## src/rtl/dmem_pkg.sv

```systemverilog
// dmem_pkg: shared types and constants for the data-memory access port.
//   state_e              - access FSM states (IDLE/BUSY/DONE)
//   DMEM_ERR_DATA        - load data returned when an access times out
//   DMEM_TIMEOUT_DEFAULT - default BUSY cycles without ack before abort
package dmem_pkg;
  typedef enum logic [1:0] {
    S_IDLE = 2'd0,
    S_BUSY = 2'd1,
    S_DONE = 2'd2
  } state_e;

  localparam logic [31:0] DMEM_ERR_DATA        = 32'hDEAD_BEEF;
  localparam int          DMEM_TIMEOUT_DEFAULT = 64;
endpackage

```

## src/rtl/dmem_timeout.sv

```systemverilog
// dmem_timeout: BUSY-cycle watchdog for dmem_port (used only when the
// DMEM_TIMEOUT_EN macro is defined).
//   clk_i, rst_i  clock / async active-low reset
//   clr_i         zero the counter (held while not BUSY)
//   en_i          count this cycle (BUSY)
//   expired_o     high in the CYCLES-th consecutive enabled cycle
module dmem_timeout
  import dmem_pkg::*;
#(
  parameter int CYCLES = DMEM_TIMEOUT_DEFAULT
) (
  input  logic clk_i,
  input  logic rst_i,
  input  logic clr_i,
  input  logic en_i,
  output logic expired_o
);
  localparam int CW = $clog2(CYCLES + 1);

  logic [CW-1:0] cnt_q;

  // Combinational so the FSM leaves BUSY at the end of the CYCLES-th cycle.
  assign expired_o = en_i && (cnt_q == CW'(CYCLES - 1));

  always_ff @(posedge clk_i or negedge rst_i) begin
    if (!rst_i)                   cnt_q <= '0;
    else if (clr_i)               cnt_q <= '0;
    else if (en_i && !expired_o)  cnt_q <= cnt_q + 1'b1;
  end
endmodule

```

## src/rtl/dmem_port.sv

```systemverilog
// dmem_port: memory-stage access controller. Converts a MemRead/MemWrite
// request from EX/MEM into a registered req/ack bus transaction, stalls the
// pipeline until it completes, and presents load data for MEM/WB.
//   clk_i, rst_i             clock / async active-low reset
//   MemRead_i, MemWrite_i    request from EX/MEM (write wins if both)
//   addr_i, wdata_i          byte address / store data
//   stall_o                  freeze upstream pipeline
//   rdata_o                  load data (holds between loads)
//   mem_req_o/we/addr/wdata  bus request side, registered
//   mem_ack_i, mem_rdata_i   bus completion pulse / read data
//   err_o                    sticky timeout flag
// Optional feature: define DMEM_TIMEOUT_EN to abort accesses that see no ack
// within TIMEOUT_CYCLES BUSY cycles; otherwise BUSY waits forever.
module dmem_port
  import dmem_pkg::*;
#(
  parameter int TIMEOUT_CYCLES = DMEM_TIMEOUT_DEFAULT
) (
  input  logic        clk_i,
  input  logic        rst_i,
  input  logic        MemRead_i,
  input  logic        MemWrite_i,
  input  logic [31:0] addr_i,
  input  logic [31:0] wdata_i,
  output logic        stall_o,
  output logic [31:0] rdata_o,
  output logic        mem_req_o,
  output logic        mem_we_o,
  output logic [31:0] mem_addr_o,
  output logic [31:0] mem_wdata_o,
  input  logic        mem_ack_i,
  input  logic [31:0] mem_rdata_i,
  output logic        err_o
);
  state_e state_q, state_d;
  logic   req_any;
  logic   expired;

  assign req_any = MemRead_i | MemWrite_i;

`ifdef DMEM_TIMEOUT_EN
  dmem_timeout #(.CYCLES(TIMEOUT_CYCLES)) u_timeout (
    .clk_i     (clk_i),
    .rst_i     (rst_i),
    .clr_i     (state_q != S_BUSY),
    .en_i      (state_q == S_BUSY),
    .expired_o (expired)
  );

  // An ack in the expiry cycle is a normal completion, not an error.
  always_ff @(posedge clk_i or negedge rst_i) begin
    if (!rst_i)                                          err_o <= 1'b0;
    else if (state_q == S_BUSY && expired && !mem_ack_i) err_o <= 1'b1;
  end
`else
  // Never true; the parameter is still referenced so it elaborates cleanly.
  assign expired = (TIMEOUT_CYCLES < 0);
  assign err_o   = 1'b0;
`endif

  always_comb begin
    state_d = state_q;
    stall_o = 1'b0;
    unique case (state_q)
      S_IDLE: begin
        stall_o = req_any;
        if (req_any) state_d = S_BUSY;
      end
      S_BUSY: begin
        stall_o = 1'b1;
        if (mem_ack_i || expired) state_d = S_DONE;
      end
      // One unstalled cycle lets the pipeline move past the served
      // instruction before its (still held) request is looked at again.
      S_DONE:  state_d = S_IDLE;
      default: state_d = S_IDLE;
    endcase
  end

  always_ff @(posedge clk_i or negedge rst_i) begin
    if (!rst_i) begin
      state_q     <= S_IDLE;
      mem_req_o   <= 1'b0;
      mem_we_o    <= 1'b0;
      mem_addr_o  <= '0;
      mem_wdata_o <= '0;
      rdata_o     <= '0;
    end else begin
      state_q   <= state_d;
      mem_req_o <= (state_d == S_BUSY);
      if (state_q == S_IDLE && req_any) begin
        mem_addr_o  <= {addr_i[31:2], 2'b00};
        mem_wdata_o <= wdata_i;
        mem_we_o    <= MemWrite_i;
      end
      if (state_q == S_BUSY && !mem_we_o) begin
        if (mem_ack_i)    rdata_o <= mem_rdata_i;
        else if (expired) rdata_o <= DMEM_ERR_DATA;
      end
    end
  end
endmodule

```

## config.mk

```make
export PLATFORM = sky130hd
export DESIGN_NAME = dmem_port
export DESIGN_NICKNAME = d
export VERILOG_FILES = /design/src/rtl/dmem_pkg.sv /design/src/rtl/dmem_timeout.sv /design/src/rtl/dmem_port.sv
export SDC_FILE = /design/constraint.sdc
export NUM_CORES = 1
export LEC_CHECK = 0
export CORE_MARGIN = 10
export CORE_UTILIZATION = 39
export DETAILED_ROUTE_END_ITERATION = 12
export PLACE_DENSITY = 0.79
export SYNTH_ARGS = -nofsm -noshare
export SYNTH_HDL_FRONTEND = slang
export SYNTH_SLANG_ARGS = --single-unit
```

## constraint.sdc

```tcl
create_clock -name clk_i -period 2 [get_ports clk_i]
set_clock_uncertainty 0.1 [all_clocks]
set_input_delay 0.3 -clock clk_i [delete_from_list [all_inputs] [get_ports clk_i]]
set_output_delay 0.3 -clock clk_i [all_outputs]
set_load 0.02 [all_outputs]
```

==> results of run 1 <==
==> state kept, by name (all words and copies together), names as in the netlist <==
register and cells:
mem_we_o 1, state_q 2, rdata_o 32, mem_addr_o 30, mem_req_o 1, mem_wdata_o 32
==> report_power, final <==
part           leakage [nW]  internal (mW)  switching (mW)
logic                  1.32           2.89            2.31
clock network        0.0810          0.448           0.684
registers              1.15           2.96           0.515
==> final timing paths <==
| check | startpoint | slack (ns) | to | cells after the start |
|---|---|---|---|---|
| worst max-delay path | mem_we_o | 0.16 | mem_we_o | 1 |
| worst min-delay path | rst_i | 0.29 | rdata_o[4] | 2 |
| worst max register to register | state_q[1] | 0.30 | mem_wdata_o[21] | 4 |
| worst min register to register | mem_addr_o[26] | 0.41 | mem_addr_o[26] | 1 |
| max in group asynchronous | rst_i | 0.93 | rdata_o[31] | 3 |
| min in group clk_i | mem_addr_o[26] | 0.41 | mem_addr_o[26] | 1 |
==> cell type report <==
| type | instances | area (sq um) | share of cell area, % |
|---|---|---|---|
| sequential | 98 | 2452 | 39.98 |
| timing repair buffer | 207 | 2091 | 34.09 |
| multi-input combinational | 107 | 1254 | 20.44 |
| tap | 133 | 166.4 | 2.713 |
| clock buffer | 9 | 123.9 | 2.020 |
| clock inverter | 7 | 46.29 | 0.7548 |
==> worst reg2reg max path, cell delays in order, from the launching register on <==
cell	delay, ns
dfrtp_1	0.43
nor2_1	0.19
o21a_2	0.24
buf_12	0.22
mux2_2	0.41
==> what timing repair did <==
item | CTS | global route
endpoints found under the hold margin | 24 | 0
setup endpoints to repair | 1 | 0
hold buffers | 1 | 0
gates resized for setup | 1 | 0
==> logic make-up after synthesis <==
| group | count (synthesis) |
|---|---|
| DFF | 98 |
| muxes | 94 |
| buffers and inverters | 14 |
| and+or+nand+nor | 6 |
| AOI/OAI and AO/OA | 4 |
| other | 1 |
==> cells in the final DEF, fill, tap and decap left out, drive strengths merged <==
master / count
a211oi: 2
a22o: 1
and3b: 1
buf: 12
clkbuf: 9
clkdlybuf4s50: 193
clkinv: 4
clkinvlp: 3
conb: 3
dfrtp: 98
dlygate4sd2: 1
dlygate4sd3: 1
mux2: 94
nand2: 1
nor2: 2
nor2b: 1
nor3: 1
o21a: 1
==> metal layers <==
metal	wire length (um)	part of all wire (%)	track usage, %	vias up
li1	-	-	-	1163
met1	3931	38	15.85	1258
met2	5131	50	23.44	109
met3	1054	10	6.755	14
met4	195	1.9	5.802	0
met5	0	0	0	-
==> metrics by stage <==
stage | total power [mW] | hold WS [ns] | area [sq um] | utilization (%) | setup WS (ns)
floorplan | 6.167 | -0.09559 | 3849 | - | 0.4378
global placement | 8.650 | 0.1286 | 5954 | 61.49 | 0.0005277
detailed placement | 8.792 | 0.1382 | 5954 | 61.49 | 0.01514
CTS | 9.958 | 0.2827 | 6133 | 63.33 | 0.1223
global route | 10.34 | 0.3099 | 6133 | 63.33 | 0.07814
finish | 9.804 | 0.2922 | 6133 | 63.33 | 0.1625
==> flow_summary.yaml, run 1 <==
place:
  dp.final_hpwl_um: 8158
  place_inst: 544
  place_congestion: 0.7293
  io_buffers: 195
global_route:
  first_global_vias: 2876
  grt_max_degree: 50
  grt_usage_pct: 14.36
  grt_pass1_wl_um: 16220
  antenna_found_initial: 0
  gr-total-overflow: 0
die:
  coreArea_sq_um: 9684
  std_cell_rows: 36
  fp.dieH_um: 119.2
  die_area_sq_um: 14220
  die_w_um: 119.2
  io_pins: 201
  initial_utilization_pct: 39.66
worst_setup_path:
  worst-path-buf-inv: 1
  arrival_ns: 1.44
  criticalPathCategory: "reg -> out"
  cp-start-kind: "register"
  cpPeakStageDelay_ns: 0.65
  cp_cell_sequence: "clkdlybuf4s50_1"
  critPathCaptureType: "output pin"
  critical-path-top-delay-family: "buffers and inverters"
  cp_slowest_cell: "clkdlybuf4s50_1"
  crit_path_max_fanout: 3
  cp.required_ns: 1.60
cells_and_area:
  nNetsFinal: 524
  n_fill_cell: 722
  fin_cells: 561
  antenna_cells: 0
  drive_gt1_share_pct: 28.97
  syn2layout_area_growth_pct: 59.67
clock_tree:
  numCtsBuffers: 9
  ctsRootBufferMaster: "clkbuf_8"
  clock_sinks: 98
  cts_tree: "built"
  cts_htree_levels: 3
  cts_buffer_depth: 2
  clk_latency_ns: 0.36
  clkTransAtPathRegs_ns: 0.10
  post_cts.repair.setup_buffers: 0
synth:
  synth_area_leaders: "dfrtp_1, mux2_2, mux2_4"
  synth_compound_area_share_pct: 0.8143
  synth_xor_area_share_pct: 0
  muxShareOfSynthArea_pct: 30.49
  synthFlopType: "dfrtp_1"
  synthArstFlopShare_pct: 100.0
  synth_top_family_by_area: "multiplexers"
  netlist_top_cells_count: "dfrtp_1, mux2_2, mux2_4, buf_4, buf_12"
  synth_area_sq_um: 3841
  avgSynthCellArea_sq_um: 17.70
  yosys.area_share.simple_pct: 1.010
  yosys.area_share.adder_pct: 0
  netlist_instances: 217
  synth.top_cell.area_share_pct: 63.84
  yosysWarnings: 0
  yosys.cell_types.count: 16
  synth-edff-count: 0
  synth_top_area_cell: "dfrtp_1"
  synth-seq-area-share_pct: 63.84
  yosys_register_bits: 98
  yosysMostFrequentCell: "dfrtp_1"
power:
  ir_worst_vdd_v: 0.0008654
  powerDensity_nw_per_um2: 1598
  leakagePower_nw: 2.556
sta:
  maxSlewViolCount: 0
  min_period_ns: 1.838
  timing.fmax_ghz: 0.5442
  setup-tns-final_ns: 0
  setup_viol: 0
  hold_viol_final: 0
  fin_crit_sh_pct: 91.88
  rsz0062_at_grt: "no"
run:
  cap_violations: 0
routing:
  ant_nets: 0
  via_per_inst: 4.535
  wl_um: 10310
  drc: 0
  drtPass1Iterations: 3
  drtIter0Drc: 111
  wl_per_cell_um: 18.38
  num_vias: 2544
status:
  status: "completed"
min_path:
  min_path_type: "in -> async"
Power figures use the tool's default switching activity.
==> run 2: changes to the inputs <==
CORE_UTILIZATION = 60   (was 39)
DONT_BUFFER_PORTS = 1   (was not set)
PLACE_DENSITY = 0.76   (was 0.79)
SKIP_LAST_GASP = 1   (was not set)
==> run 2 against run 1 <==
Effect of this change: non-clock buffer count down 113; clock-buffer cell count up 1; the run now ends with negative hold slack left; critical path type is now reg -> reg; register-to-register slack worse by 0.04 ns; worst hold slack worse by 0.75 ns; largest cell class unchanged; cell count down 30%; sequential share of layout area up 9.5 points; cell area down 19%; critical path depth up 3; fmax up 5.9%; first-iteration DRC count down 59%.
==> flow_summary.yaml, run 2 (synthesized netlist as in run 1, its figures left out) <==
power:
  leakagePower_nw: 2.131
  ir_worst_vdd_v: 0.001087
  powerDensity_nw_per_um2: 1611
worst_setup_path:
  cp.required_ns: 2.13
  criticalPathCategory: "reg -> reg"
  cp-start-kind: "register"
  arrival_ns: 1.86
  critPathCaptureType: "register"
  ff2ff_setup_slack_ns: 0.26
  crit_path_max_fanout: 56
die:
  std_cell_rows: 29
  initial_utilization_pct: 61.19
  die_area_sq_um: 10000
  die_w_um: 100.0
  fp.dieH_um: 100.0
  coreArea_sq_um: 6277
  io_pins: 201
global_route:
  gr-total-overflow: 0
  grt_usage_pct: 19.56
  grt_max_degree: 99
  grt_pass1_wl_um: 15190
  antenna_found_initial: 0
  first_global_vias: 2508
place:
  place_congestion: 0.7342
  dp.final_hpwl_um: 6266
  place_inst: 285
  pre_cts_ws_ns: 0.2937
  io_buffers: 0
status:
  status: "finished with violations"
  failed_checks: "negative hold slack"
sta:
  fin_crit_sh_pct: 86.76
  setup_viol: 0
  rsz0062_at_grt: "no"
  maxSlewViolCount: 0
  setup-tns-final_ns: 0
  hold_viol_final: 98
  timing.fmax_ghz: 0.5763
  layout_setup_ws_ns: 0.2649
  holdWs_ns: -0.4580
  min_period_ns: 1.735
cells_and_area:
  layout_commonest_cell: "dfrtp_1"
  n_fill_cell: 329
  largest_registers: "mem_wdata_o (32), rdata_o (32), mem_addr_o (30)"
  syn2layout_area_growth_pct: 28.93
  final_cell_mix: "dfrtp_1, dlygate4sd3_1, mux2_2"
  drive_gt1_share_pct: 36.10
  nNetsFinal: 411
  fin_cells: 390
  utilization_pct: 78.89
  antenna_cells: 0
clock_tree:
  post_cts.repair.setup_buffers: 0
  ctsRootBufferMaster: "clkbuf_8"
  cts_hold_buf: 90
  cts_buffer_depth: 2
  cts_htree_levels: 3
  clock_sinks: 98
  clkTransAtPathRegs_ns: 0.09
  numCtsBuffers: 9
  cts_tree: "built"
  cts_resized: 0
  clk_latency_ns: 0.34
routing:
  drtPass1Iterations: 4
  drc: 0
  num_vias: 2120
  drtIter0Drc: 46
  ant_nets: 0
  wl_um: 9816
  via_per_inst: 5.436
  wl_per_cell_um: 25.17
min_path:
  min_path_type: "in -> async"
run:
  cap_violations: 0
==> run 2: layout make-up <==
class	count	area, sq um	area share, %
sequential	98	2452	49.52
multi-input combinational	107	1254	25.32
clock buffer	10	137.6	2.779
tap	77	96.34	1.945
timing repair buffer	94	958.4	19.35
clock inverter	4	53.80	1.086
==> run 2: metrics by stage <==
stage	cell area [sq um]	total power [mW]
2_1_floorplan	3849	6.167
3_3_place_gp	3850	6.522
3_5_place_dp	3850	6.632
4_1_cts	4942	8.002
5_1_grt	4952	8.376
6_report	4952	7.980
==> run 2: critical path: stages (launching register included) <==
cell and delay (ns):
dfrtp_1 0.42, nor2_1 0.19, o21a_2 0.20, buf_12 0.26
mux2_2 0.39
==> run 2: path summary, 6_finish.rpt <==
path / endpoint / cells past startpoint / start
max in group asynchronous: mem_wdata_o[17] / 0 / rst_i
min in group clk_i: rdata_o[3] / 1 / mem_rdata_i[3]
min reg2reg: mem_req_o / 1 / state_q[1]
min: rdata_o[6] / 0 / rst_i
max reg2reg: mem_addr_o[23] / 4 / state_q[1]
max: mem_addr_o[23] / 4 / state_q[1]
==> run 2: metal layers <==
metal,global-route usage [%],vias up,wire length [um]
li1,-,935,-
met1,20.88,1053,3354
met2,32.90,123,5047
met3,10.03,9,1308
met4,6.413,0,106
met5,0,-,0
==> run 2: report_power, final <==
part	total, mW	leakage [nW]	switching, mW	internal (mW)
logic	1.74	0.889	0.532	1.21
clock network	1.22	0.0904	0.623	0.601
registers	5.02	1.15	2.07	2.95
